## src/rtl/int_ctrl_pkg.sv

```systemverilog
// Shared constants for the memory-mapped interrupt controller.
// Register word indices, capture modes and default source count.
package int_ctrl_pkg;

  localparam int N_SRC_DEF = 6;

  localparam logic [2:0] REG_PEND  = 3'd0;
  localparam logic [2:0] REG_MASK  = 3'd1;
  localparam logic [2:0] REG_MODE  = 3'd2;
  localparam logic [2:0] REG_SWSET = 3'd3;
  localparam logic [2:0] REG_CLAIM = 3'd4;

  localparam logic MODE_LEVEL = 1'b0;
  localparam logic MODE_EDGE  = 1'b1;

endpackage

```

## src/rtl/int_sync_edge.sv

```systemverilog
// Per-source synchroniser with level/edge capture select.
// s_d keeps tracking in both modes so a mode flip never fakes an edge.
module int_sync_edge
  import int_ctrl_pkg::*;
#(
  parameter int SYNC_STAGES = 2
) (
  input  logic clk,
  input  logic reset,
  input  logic src_in,
  input  logic mode,
  output logic hw_set
);

  logic [SYNC_STAGES-1:0] r_sync;
  logic                   r_sd;
  logic                   w_s;

  assign w_s = r_sync[SYNC_STAGES-1];

  always_ff @(posedge clk or posedge reset) begin
    if (reset) begin
      r_sync <= '0;
      r_sd   <= 1'b0;
    end else begin
      r_sync[0] <= src_in;
      for (int i = 1; i < SYNC_STAGES; i++)
        r_sync[i] <= r_sync[i-1];
      r_sd <= w_s;
    end
  end

  assign hw_set = (mode == MODE_EDGE) ? (w_s & ~r_sd) : w_s;

endmodule

```

## src/rtl/int_ctrl.sv

```systemverilog
// Interrupt controller: pending/mask/mode registers, SW set/clear,
// fixed priority (lowest index wins), registered HWInt/irq/irq_id.
module int_ctrl
  import int_ctrl_pkg::*;
#(
  parameter int N_SRC       = N_SRC_DEF,
  parameter int SYNC_STAGES = 2,
  parameter int ID_W        = 4
) (
  input  logic             clk,
  input  logic             reset,
  input  logic [N_SRC-1:0] src_in,
  input  logic             we,
  input  logic [4:0]       addr,
  input  logic [31:0]      wdata,
  input  logic [3:0]       byteen,
  output logic [31:0]      rdata,
  output logic [N_SRC-1:0] hwint,
  output logic             irq,
  output logic [ID_W-1:0]  irq_id
);

  logic [N_SRC-1:0] r_pend;
  logic [N_SRC-1:0] r_mask;
  logic [N_SRC-1:0] r_mode;
  logic [N_SRC-1:0] r_hwint;
  logic             r_irq;
  logic [ID_W-1:0]  r_id;

  logic [N_SRC-1:0] w_hw_set;
  logic [N_SRC-1:0] w_sw_set;
  logic [N_SRC-1:0] w_clr;
  logic [N_SRC-1:0] w_act;
  logic [N_SRC-1:0] w_wd;
  logic [ID_W-1:0]  w_id;
  logic [2:0]       w_idx;
  logic             w_wr;
  logic             w_unused;

  assign w_idx    = addr[4:2];
  assign w_wd     = wdata[N_SRC-1:0];
  assign w_wr     = we && (byteen == 4'b1111);
  assign w_unused = ^{wdata, addr[1:0]};

  for (genvar g = 0; g < N_SRC; g++) begin : g_src
    int_sync_edge #(
      .SYNC_STAGES(SYNC_STAGES)
    ) u_sync (
      .clk    (clk),
      .reset  (reset),
      .src_in (src_in[g]),
      .mode   (r_mode[g]),
      .hw_set (w_hw_set[g])
    );
  end

  assign w_clr    = (w_wr && w_idx == REG_PEND)  ? w_wd : '0;
  assign w_sw_set = (w_wr && w_idx == REG_SWSET) ? w_wd : '0;
  assign w_act    = r_pend & r_mask;

  always_comb begin
    w_id = '0;
    for (int i = N_SRC - 1; i >= 0; i--)
      if (w_act[i]) w_id = ID_W'(i + 1);
  end

  always_ff @(posedge clk or posedge reset) begin
    if (reset) begin
      r_pend  <= '0;
      r_mask  <= '0;
      r_mode  <= '0;
      r_hwint <= '0;
      r_irq   <= 1'b0;
      r_id    <= '0;
    end else begin
      // set wins over clear so no event is lost
      r_pend  <= (r_pend & ~w_clr) | w_hw_set | w_sw_set;
      if (w_wr && w_idx == REG_MASK) r_mask <= w_wd;
      if (w_wr && w_idx == REG_MODE) r_mode <= w_wd;
      r_hwint <= w_act;
      r_irq   <= |w_act;
      r_id    <= w_id;
    end
  end

  always_comb begin
    rdata = '0;
    case (w_idx)
      REG_PEND:  rdata[N_SRC-1:0] = r_pend;
      REG_MASK:  rdata[N_SRC-1:0] = r_mask;
      REG_MODE:  rdata[N_SRC-1:0] = r_mode;
      REG_CLAIM: rdata[ID_W-1:0]  = r_id;
      default:   rdata = '0;
    endcase
  end

  assign hwint  = r_hwint;
  assign irq    = r_irq;
  assign irq_id = r_id;

endmodule
```

## config.mk

```make
export PLATFORM = sky130hd
export DESIGN_NAME = int_ctrl
export DESIGN_NICKNAME = d
export VERILOG_FILES = /design/src/rtl/int_ctrl_pkg.sv /design/src/rtl/int_sync_edge.sv /design/src/rtl/int_ctrl.sv
export SDC_FILE = /design/constraint.sdc
export NUM_CORES = 1
export LEC_CHECK = 0
export ABC_AREA = 1
export ABC_CLOCK_PERIOD_IN_PS = 3600
export CORE_ASPECT_RATIO = 0.75
export CORE_MARGIN = 2
export CORE_UTILIZATION = 40
export CTS_BUF_LIST = sky130_fd_sc_hd__clkbuf_4 sky130_fd_sc_hd__clkbuf_8
export DETAILED_ROUTE_END_ITERATION = 8
export HOLD_SLACK_MARGIN = 0.02
export PLACE_DENSITY = 0.84
export SLEW_MARGIN = 20
export SYNTH_ARGS = -nofsm -noshare
export SYNTH_HDL_FRONTEND = slang
export SYNTH_SLANG_ARGS = --single-unit
```

## constraint.sdc

```tcl
create_clock -name clk -period 3.6 [get_ports clk]
set_clock_uncertainty 0.2 [all_clocks]
set_input_delay 0.36 -clock clk [delete_from_list [all_inputs] [get_ports clk]]
set_output_delay 0.36 -clock clk [all_outputs]
set_load 0.05 [all_outputs]
```

; Yosys cells after proc, flatten, opt, wreduce, memory -nomap -nowiden
; Index checks and enable logic that the tools add are counted.
; Widths: inputs -> output; s select.
[op_classes]
eq_ne = 5
mux = 16
n_bitwise = 17
reduce_logical = 7
[op_table]
columns = op, count
row1 = $mux 4, 5
row2 = $pmux 4 s4, 1
row3 = $and 6x6->6, 2
row4 = $mux 6, 2
row5 = $or 6x6->6, 2
row6 = $and 1x1->1, 6
row7 = $eq 3x2->1 const B, 2
row8 = $mux 1, 6
row9 = $not 1->1, 6
row10 = $not 6->6, 1
row11 = $pmux 2 s3, 1
row12 = $reduce_or 6->1, 1
row13 = $logic_and 1x1->1, 5
row14 = $eq 4x4->1 const B, 1
row15 = $eq 3x1->1 const B, 1
row16 = $eq 3x3->1 const B, 1
row17 = $logic_not 3->1, 1
row18 = $mux 3, 1
[word_totals]
register_bits = 47
inputBits = 50
out_inout_bits = 43
wordCells = 63

; Logic depth before layout (Yosys ltp)
[depth]
depth_word = 8
ltp_mapped = 7
depth_no_buf = 6

; Modules after synthesis
; A second synthesis with hierarchy kept.
[hier_totals]
cells_unflattened = 229
hier_area_um2 = 2143.3
[by_module_without_submodules]
columns = mod, instances, cells_each, area_each_um2, seq_area_each_um2
row1 = int_ctrl, 1, 193, 1595.3, 700.7
row2 = int_sync_edge, 6, 6, 91.3, 75.1

; Worst setup path after synthesis
; Ideal clock, no wire load.
[synth_path]
path_kind = input -> output
start = input addr[2]
end = output rdata[0]
t_arrival_ns = 1.243
t_required_ns = 3.040
path_slack_ns = 1.797
path_stages = 4
path_buffers = 1
path_cell_list = nor3_2 > buf_2 > nand2_1 > nand4_1
[synth_between]
elab_chain_cells = 2
word_cells_on_any_way = 5
classes_between = eq/ne: 3 / mux: 1 / reduce/logical: 1
[synth_lines]
columns = item, line_no
row1 = from (decl), int_ctrl.sv:14  ; input logic [4:0] addr,
row2 = "$eq 3x3->1, or another cell as far along", int_ctrl.sv:88  ; case (w_idx)
row3 = $pmux 4 s4 (*), int_ctrl.sv:88
row4 = to (decl), int_ctrl.sv:17  ; output logic [31:0] rdata,
; Mark *: on every way between the ends. The rest lies on a longest branch, timed or not.

; Worst setup path in the final report
[layout_path]
start = input addr[4]
end = output rdata[1]
; The elaborated chain is that of the path after synthesis.

==> results.cfg <==
[synthesis]
synth-edff-count = 0
dominantRegCellSynth = dfrtp_1
synth_area_um2 = 2070
ys_seq_area_share_pct = 55.6
synth_area_per_cell_um2 = 9.54
yosys-top-cells-area = dfrtp_1, nand2_1, buf_4, o21ai_2, nand3_1
synthCells = 217
synth_warnings = 0
ys_seq_elements = 46
synth_top_cell_by_area = dfrtp_1
synth_top_area_share_pct = 55.6
ys_types = 22
synthArstFlopShare_pct = 100

[pwr]
cellLeakagePower_nw = 1.25
powerDensity_nw_per_um2 = 489
ir_drop_v = 0.000181

[cells_and_area]
final_common_cell = nand2_1
final_area_um2 = 2500
layout_common_cells = nand2_1, dfrtp_1, clkdlybuf4s50_1
areaGrowthSynthToFinish_pct = 20.9
drive_gt1_share_pct = 12.4
nets = 308
n_antenna_cell = 0

[critical_path]
required_ns = 3.04
rrSetupSlack_ns = 2.31
reg2reg_from = r_pend[4]
critPathArrivalTime_ns = 2.51
worstSetupPathType = in -> out
startpoint = addr[4]
r2r_end = irq
cp_max_fo = 5
reg2reg_depth = 4
critPathCaptureType = output pin
worstSetupStartpointType = primary input

[cts]
htree_levels = 2
ctsResizeCount = 0
numCtsBuffers = 5
clock_latency_ns = 0.30
cts.sinks = 46
cts_buffer_depth = 2
cts_tree = done
cts_hold_buffers = 0
clock-root-buffer = clkbuf_8
post-cts-setup-buffers = 0
cts.clk_slew.worst_paths_ns = 0.09

[run]
cap_violations = 0

[sta]
rsz0062_at_grt = no
worst_slew_pin_slew_ns = 0.654
slew_viol_final = 0
tns_ns = 0
setup_violations = 0
min_period_ns = 3.07
maxSlewHeadroom_pct = 56.1
timing.fmax_mhz = 326
finalHoldViolations = 0
period_share_pct = 85.2

[floorplanning]
die_w_um = 87.1
dieArea_um2 = 5770
core_um2 = 4930
die_h_um = 66.3
row_count = 22
io_pins = 93
initial_core_util_pct = 42.0

[global_route]
grt_usage_pct = 14.6
grt_pass1_vias = 1394
antenna_found_initial = 0
overflow = 0
grt_pass1_wl_mm = 6.42
grt_max_degree = 29

[placed_design]
io_buffers = 37
dpl.hpwl_mm = 2.80
place_area_um2 = 2390
gp_congestion = 0.821

[detailed_routing]
vias = 1463
wl_mm = 3.83
route.detailed.drc = 0
antenna_left = 0
drt_iter0_drc = 91
wl_per_cell_um = 12.0
via_per_inst = 4.59
drtPass1Iterations = 4

[status]
status = completed

[min_path]
hold-path-endpoint = g_src[1].u_sync.r_sync[1]
min_from = g_src[1].u_sync.r_sync[0]
hold_class = reg -> reg
hold-path-cell-count = 0
-- how the worst max path moves through the flow --
stage,slack (ns),to,cells past startpoint
floorplan,1.80,rdata[0],4
global placement,0.57,rdata[1],5
detailed placement,0.55,rdata[1],5
CTS,0.54,rdata[1],5
global route,0.38,rdata[2],5
finish,0.53,rdata[1],5
-- metal layers --
layer | vias to the layer above | global-route usage [%] | wire, um
li1 | 710 | - | -
met1 | 703 | 18.3 | 1680
met2 | 46 | 24.9 | 1930
met3 | 4 | 4.12 | 195
met4 | 0 | 3.52 | 31
met5 | - | 0 | 0
-- critical path, stage by stage --
cell,delay (ns)
clkdlybuf4s50_1,0.66
nor3b_1,0.44
nand2_1,0.12
nand4_1,0.11
clkdlybuf4s50_1,0.81
-- synth_stat cells (2+ instances only) --
library cell and number:
nor3_1 2, nand4_1 4, dfrtp_1 46, buf_2 2
buf_4 27, nand3_1 17, o21ai_2 12, inv_1 19
nand2_2 5, buf_6 2, nand2_1 70
-- registers in the layout (all words and copies together), names as in the netlist --
signal,flops
r_mask,6
g_src.u_sync.r_sync,12
irq,1
r_pend,6
irq_id,3
g_src.u_sync.r_sd,6
r_mode,6
hwint,6
-- power by group --
group	internal (mW)	leakage, nW	switching [mW]
clock network	0.204	0.0579	0.172
registers	0.553	0.559	0.0184
logic	0.0767	0.633	0.199
-- through the flow --
step                      utilization (%)  hold WS [ns]  setup slack [ns]  power, mW  std cells
final                                50.8         0.153             0.532       1.22        319
after global routing                 50.8         0.165             0.376       1.28        319
after CTS                            50.8         0.156             0.537       1.23        319
after detailed placement             48.6         0.136             0.552      0.859        311
after global placement               48.6         0.133             0.566      0.854        311
after floorplan                         -         0.131              1.80      0.796        243
-- cell families (layout without fill, tap and decap cells) --
| group | count (synthesis) | after routing | synth area share (%) |
|---|---|---|---|
| AO/OA/AOI/OAI | 15 | 15 | 5.86 |
| flip-flops | 46 | 46 | 55.6 |
| other | 1 | 27 | 0.181 |
| AND/OR/NAND/NOR | 104 | 104 | 23.3 |
| buffers and inverters | 51 | 67 | 15.0 |
-- cell type report --
| type | count | area [um2] |
|---|---|---|
| flip-flops and latches | 46 | 1150 |
| fillers | 443 | 2430 |
| multi-input cells | 146 | 706 |
| clock buffers | 5 | 68.8 |
| clock inverters | 3 | 40.0 |
| well taps | 60 | 75.1 |
| repair buffers | 39 | 385 |
| inverters | 20 | 75.1 |
No activity file was read; power rests on OpenSTA's default activity.
==> RTL change 1 (same settings) <==
`r_id` no longer has a reset.
--- a/src/rtl/int_ctrl.sv
+++ b/src/rtl/int_ctrl.sv
@@ -71,7 +71,6 @@
       r_mode  <= '0;
       r_hwint <= '0;
       r_irq   <= 1'b0;
-      r_id    <= '0;
     end else begin
       // set wins over clear so no event is lost
       r_pend  <= (r_pend & ~w_clr) | w_hw_set | w_sw_set;
@@ -79,8 +78,11 @@
       if (w_wr && w_idx == REG_MODE) r_mode <= w_wd;
       r_hwint <= w_act;
       r_irq   <= |w_act;
-      r_id    <= w_id;
     end
+  end
+
+  always_ff @(posedge clk) begin
+    r_id <= w_id;
   end
 
   always_comb begin
Check against the original RTL: differs if reset is asserted again (counterexample within 4 cycles, from zero or initial values and one cycle with reset high); with reset held inactive, the same outputs for 10 cycles.
==> RTL change 1 against the unedited design <==
Sequential share of layout area down 0.37 points. Cell area shrank 0.50%. Worst setup slack better by 0.096 ns. Power up 1.8%. Sequential power about the same. Routed wire length fell by 5.6%. Sequential cell count did not move. Synthesized area down 1.1%. Largest cell class unchanged.
==> RTL change 1: results (changes against the unedited design) <==
| Metric | Value |
|---|---|
| Async SR Flop Fraction | 93.5% (-6.5 points) |
| Net switching power | 0.382 mW (-2.0%) |
| Largest reg by FF count | g_src.u_sync.r_sync |
| Status | completed |
| First-pass detailed-route iteration total | 4 (unchanged) |
| Worst skew pair latency | 0.30 ns (about the same) |
| Final HPWL DP | 2680 microns (-4.4%) |
| I/O Buffers | 37 (unchanged) |
| CP Max Fanout | 5 (unchanged) |
| Met2 Resource Use GR | 23.4% (-1.5 points) |
| DRT iter0 DRCs | 83 (-8.8%) |
| Syn. warnings | 0 (unchanged) |
| Synth cell count leaders | nand2_1 (68), dfrtp_1 (43), buf_4 (27) |
| M1 GR Usage | 17.5% (-0.77 points) |
| H-tree depth | 2 (unchanged) |
| Final Max Slew Viols | 0 (unchanged) |
| Fin nets | 308 (unchanged) |
| Placed cells | 311 (unchanged) |
| Sequential-to-total area share from yosys stat | 55.5% (-0.088 points) |
| Total track usage | 13.9% (-0.72 points) |
| Worst slew pin tran | 0.624 ns (-0.0309 ns) |
| Num CTS Buffers | 5 (unchanged) |
| # diodes | 0 (unchanged) |
| Grt met3 use | 3.75% (-0.37 points) |
| Top cells by area, synth | dfrtp_1 (53%), nand2_1 (12%), buf_4 (9.9%) |
| Avg WL per Cell | 11.3 microns (-5.6%) |
| Pin count of the biggest net entering global routing | 44 (+52%) |
| CTS Root Cell | clkbuf_8 |
| Max FFs per register | 12 (unchanged) |
| Initial antenna violation count | 0 (unchanged) |
| Mean area per synthesized cell | 9.43 sq um (-1.1%) |
| First-pass GRT wire length | 6000 microns (-6.5%) |
| Hold Crit Class | reg -> reg |
| Post-placement setup slack | 0.623 ns (+0.0707 ns) |
| Clock Path Buffers | 2 (unchanged) |
| Setup Fix Bufs, Post-CTS | 0 (unchanged) |
| LEAKAGE | 1.22 nW (-2.1%) |
| # fillers | 459 (+3.6%) |
| Synth cell types | 23 (+4.5%) |
| Worst vdd ir | 0.239 mV (+32%) |
| CP max stage cell | clkdlybuf4s50_1 |
| Via-per-instance ratio | 4.45 (-3.1%) |
| Reg clk slew, reported paths | approximately 0.080 ns |
| Vias in the first global route | 1252 (-10%) |
| RD Place Congestion | 0.767 (-6.6%) |
| Crit path largest cell delay | 0.80 ns |
| Share of layout cells above drive strength 1 | 13.1% (+0.77 points) |
| DRT Wirelength | 3620 microns (-5.6%) |
[RTL change 1: kinds of logic (layout without fill, tap and decap cells)]
kind of cell           after synthesis  in the layout  synth area share, %
AO/OA/AOI/OAI                       15             15                 5.93
buffers and inverters               51             67                 15.2
other                                1             27                0.183
flip-flops                          46             46                 55.5
AND/OR/NAND/NOR                    104            104                 23.2
[RTL change 1: worst max-delay path, delay by kind of cell]
kind                   cells  cell delay [ns]
buffers and inverters      2             1.44
and+or+nand+nor            3             0.61
[RTL change 1: worst paths after layout]
| path | cells past startpoint | slack (ns) | endpoint | startpoint |
|---|---|---|---|---|
| setup reg to reg | 4 | 2.25 | irq$_DFF_PP0_ | r_pend[3]$_DFF_PP0_ |
| setup / recovery | 5 | 0.63 | rdata[1] | addr[4] |
| hold / removal | 0 | 0.15 | g_src[1].u_sync.r_sync[1]$_DFF_PP0_ | g_src[1].u_sync.r_sync[0]$_DFF_PP0_ |
| max in group asynchronous | 3 | 2.55 | irq$_DFF_PP0_ | reset |
| hold reg to reg | 0 | 0.15 | g_src[1].u_sync.r_sync[1]$_DFF_PP0_ | g_src[1].u_sync.r_sync[0]$_DFF_PP0_ |
| min in group asynchronous | 3 | 0.28 | g_src[5].u_sync.r_sync[0]$_DFF_PP0_ | reset |
[RTL change 1: power by group through the flow]
| stage | clock (mW) | sequential (mW) | combinational, mW |
|---|---|---|---|
| 5_1_grt | 0.433 | 0.577 | 0.290 |
| 3_5_place_dp | 0 | 0.583 | 0.274 |
| 3_3_place_gp | 0 | 0.581 | 0.270 |
| 4_1_cts | 0.409 | 0.573 | 0.274 |
| 2_1_floorplan | 0 | 0.635 | 0.160 |
| 6_report | 0.400 | 0.572 | 0.273 |
[RTL change 1: final cells by class]
class,count,area (sq um),share of cell area (%)
Inverter,20,75.1,3.02
Clock buffer,7,90.1,3.62
Tap cell,60,75.1,3.02
Timing Repair Buffer,39,385,15.5
Multi-Input combinational cell,146,697,28.0
Clock inverter,1,30.0,1.21
Sequential cell,46,1140,45.7
[RTL change 1: per-stage QoR]
| step | power, mW | util (%) | area [sq um] |
|---|---|---|---|
| after floorplan | 0.795 | - | 2140 |
| after global placement | 0.851 | 48.3 | 2370 |
| after detailed placement | 0.857 | 48.3 | 2370 |
| after CTS | 1.26 | 50.8 | 2490 |
| after global routing | 1.30 | 50.8 | 2490 |
| final | 1.25 | 50.8 | 2490 |
[RTL change 1: routing by layer]
layer,up-vias,share of wire (%)
li1,707,-
met5,-,0
met4,0,0.94
met3,5,5.3
met2,40,49
met1,666,45
==> RTL change 2 (same settings) <==
Made on the original files. `SYNC_STAGES` is set to 2 in 2 places; all go to 4.
--- a/src/rtl/int_sync_edge.sv
+++ b/src/rtl/int_sync_edge.sv
@@ -3,7 +3,7 @@
 module int_sync_edge
   import int_ctrl_pkg::*;
 #(
-  parameter int SYNC_STAGES = 2
+  parameter int SYNC_STAGES = 4
 ) (
   input  logic clk,
   input  logic reset,
--- a/src/rtl/int_ctrl.sv
+++ b/src/rtl/int_ctrl.sv
@@ -4,7 +4,7 @@
   import int_ctrl_pkg::*;
 #(
   parameter int N_SRC       = N_SRC_DEF,
-  parameter int SYNC_STAGES = 2,
+  parameter int SYNC_STAGES = 4,
   parameter int ID_W        = 4
 ) (
   input  logic             clk,
Function: changed (Yosys sat finds a counterexample within 4 cycles, from zero or initial values and one cycle with reset high).
==> RTL change 2 against the unedited design <==
Cell area up 14%. Routed wire length up 8.4%. Worst setup slack better by 0.66 ns. Sequential cell count up 12. Core utilization down 1.1 points. Critical path type unchanged. Critical endpoint is now rdata[0]. Die area up 12%. Synthesized area up 13%. Power up 23%. Largest cell class unchanged. Global-route usage down 0.52 points.
==> RTL change 2: results (changes against the unedited design) <==
| Metric | Value |
|---|---|
| Synth cell types | 19 (-14%) |
| Pint | 1.06 mW (+27%) |
| Synth cell count leaders | nand2_1 (73), dfrtp_1 (58), buf_4 (28) |
| I/O Buffers | 37 (unchanged) |
| Share of layout cells above drive strength 1 | 14.3% (+2.0 points) |
| Fin nets | 325 (+5.5%) |
| Max FFs per register | 24 (+12) |
| Reg clk slew, reported paths | 0.06 ns (-0.03 ns) |
| H-tree depth | 3 (+1) |
| Vias | 1546 (+5.7%) |
| Worst hold start | g_src[5].u_sync.r_sync[2]$_DFF_PP0_ |
| Worst skew pair latency | 0.32 ns (+0.02 ns) |
| First-pass GRT wire length | 6860 microns (+6.9%) |
| Total track usage | 14.1% (-0.52 points) |
| Post-placement setup slack | 1.19 ns (+0.642 ns) |
| Crit path time final | 2.40 ns (-0.664 ns) |
| Worst slew pin tran | 0.643 ns (-0.0111 ns) |
| Arrival time at the worst endpoint | 1.84 ns (-0.67 ns) |
| Worst reg2reg setup slack | 2.26 ns (-0.05 ns) |
| LEAKAGE | 1.42 nW (+14%) |
| Num CTS Buffers | 9 (+4) |
| Top cells by area, synth | dfrtp_1 (62%), nand2_1 (12%), buf_4 (9.0%) |
| Pin count of the biggest net entering global routing | 38 (+31%) |
| Status | completed |
| DRT Wirelength | 4150 microns (+8.4%) |
| DRT iter0 DRCs | 114 (+25%) |
| Worst vdd ir | 0.216 mV (+19%) |
| Worst setup path end | rdata[0] |
| Final HPWL DP | 2870 microns (+2.4%) |
| RD Place Congestion | 0.768 (-6.5%) |
| Largest reg by FF count | g_src.u_sync.r_sync |
| Sequential-to-total area share from yosys stat | 62.0% (+6.4 points) |
==> RTL change 2: cell types whose count changed after synthesis <==
| cell | delta |
|---|---|
| dfrtp_1 | +12 |
| nand2_2 | -4 |
| nand2_1 | +3 |
| nor2_1 | +2 |
| buf_2 | -1 |
| buf_4 | +1 |
| inv_1 | +1 |
| inv_2 | -1 |
| nand3_1 | +1 |
| nor2_8 | -1 |
| nor3_2 | -1 |
==> RTL change 2: worst min path at each step <==
stage                                                      to  slack [ns]  depth (start not counted)
after detailed placement  g_src[1].u_sync.r_sync[1]$_DFF_PP0_        0.13                          0
final                     g_src[5].u_sync.r_sync[3]$_DFF_PP0_        0.14                          0
after global routing      g_src[1].u_sync.r_sync[2]$_DFF_PP0_        0.15                          0
after CTS                 g_src[5].u_sync.r_sync[3]$_DFF_PP0_        0.15                          0
after floorplan           g_src[0].u_sync.r_sync[1]$_DFF_PP0_        0.13                          0
after global placement    g_src[4].u_sync.r_sync[1]$_DFF_PP0_        0.13                          0
==> RTL change 2: cell families (layout without fill, tap and decap cells) <==
family | Yosys count | count (layout) | share of synthesized area [%]
DFF | 58 | 58 | 62.0
AOI/OAI and AO/OA | 15 | 15 | 5.18
and+or+nand+nor | 104 | 104 | 19.3
buffers and inverters | 51 | 75 | 13.4
other | 1 | 27 | 0.160
==> RTL change 2: worst max-delay path: stages <==
cell and delay (ns):
clkdlybuf4s50_1 0.63, nor3b_1 0.39, nand2_1 0.13, nand4_1 0.13
buf_4 0.21
==> RTL change 2: final cells by class <==
class                   count  area [sq um]
clock buffers              12           159
clock inverters             3          15.0
fillers                   520          2890
inverters                  20          75.1
multi-input cells         146           674
flip-flops and latches     58          1450
well taps                  78          97.6
repair buffers             40           378
==> RTL change 2: stage by stage <==
stage,std cells,hold WS [ns],area (sq um)
after global routing,357,0.153,2850
final,357,0.145,2850
after detailed placement,342,0.135,2680
after floorplan,255,0.131,2440
after global placement,342,0.131,2680
after CTS,357,0.146,2850
==> RTL change 2: power groups by stage <==
| stage | logic (mW) | registers (mW) | clock network (mW) |
|---|---|---|---|
| 2_1_floorplan | 0.162 | 0.779 | 0 |
| 3_3_place_gp | 0.271 | 0.725 | 0 |
| 3_5_place_dp | 0.276 | 0.727 | 0 |
| 4_1_cts | 0.276 | 0.716 | 0.536 |
| 5_1_grt | 0.294 | 0.720 | 0.569 |
| 6_report | 0.275 | 0.716 | 0.517 |
==> RTL change 2: routing by layer <==
layer / part of all wire (%) / vias to the layer above / wire length (microns) / track usage (%)
met5: 0 / - / 0 / 0
met1: 43 / 726 / 1770 / 16.8
met3: 8.9 / 5 / 369 / 6.80
met4: 0.60 / 0 / 25 / 7.13
met2: 48 / 55 / 1990 / 21.2
li1: - / 760 / - / -
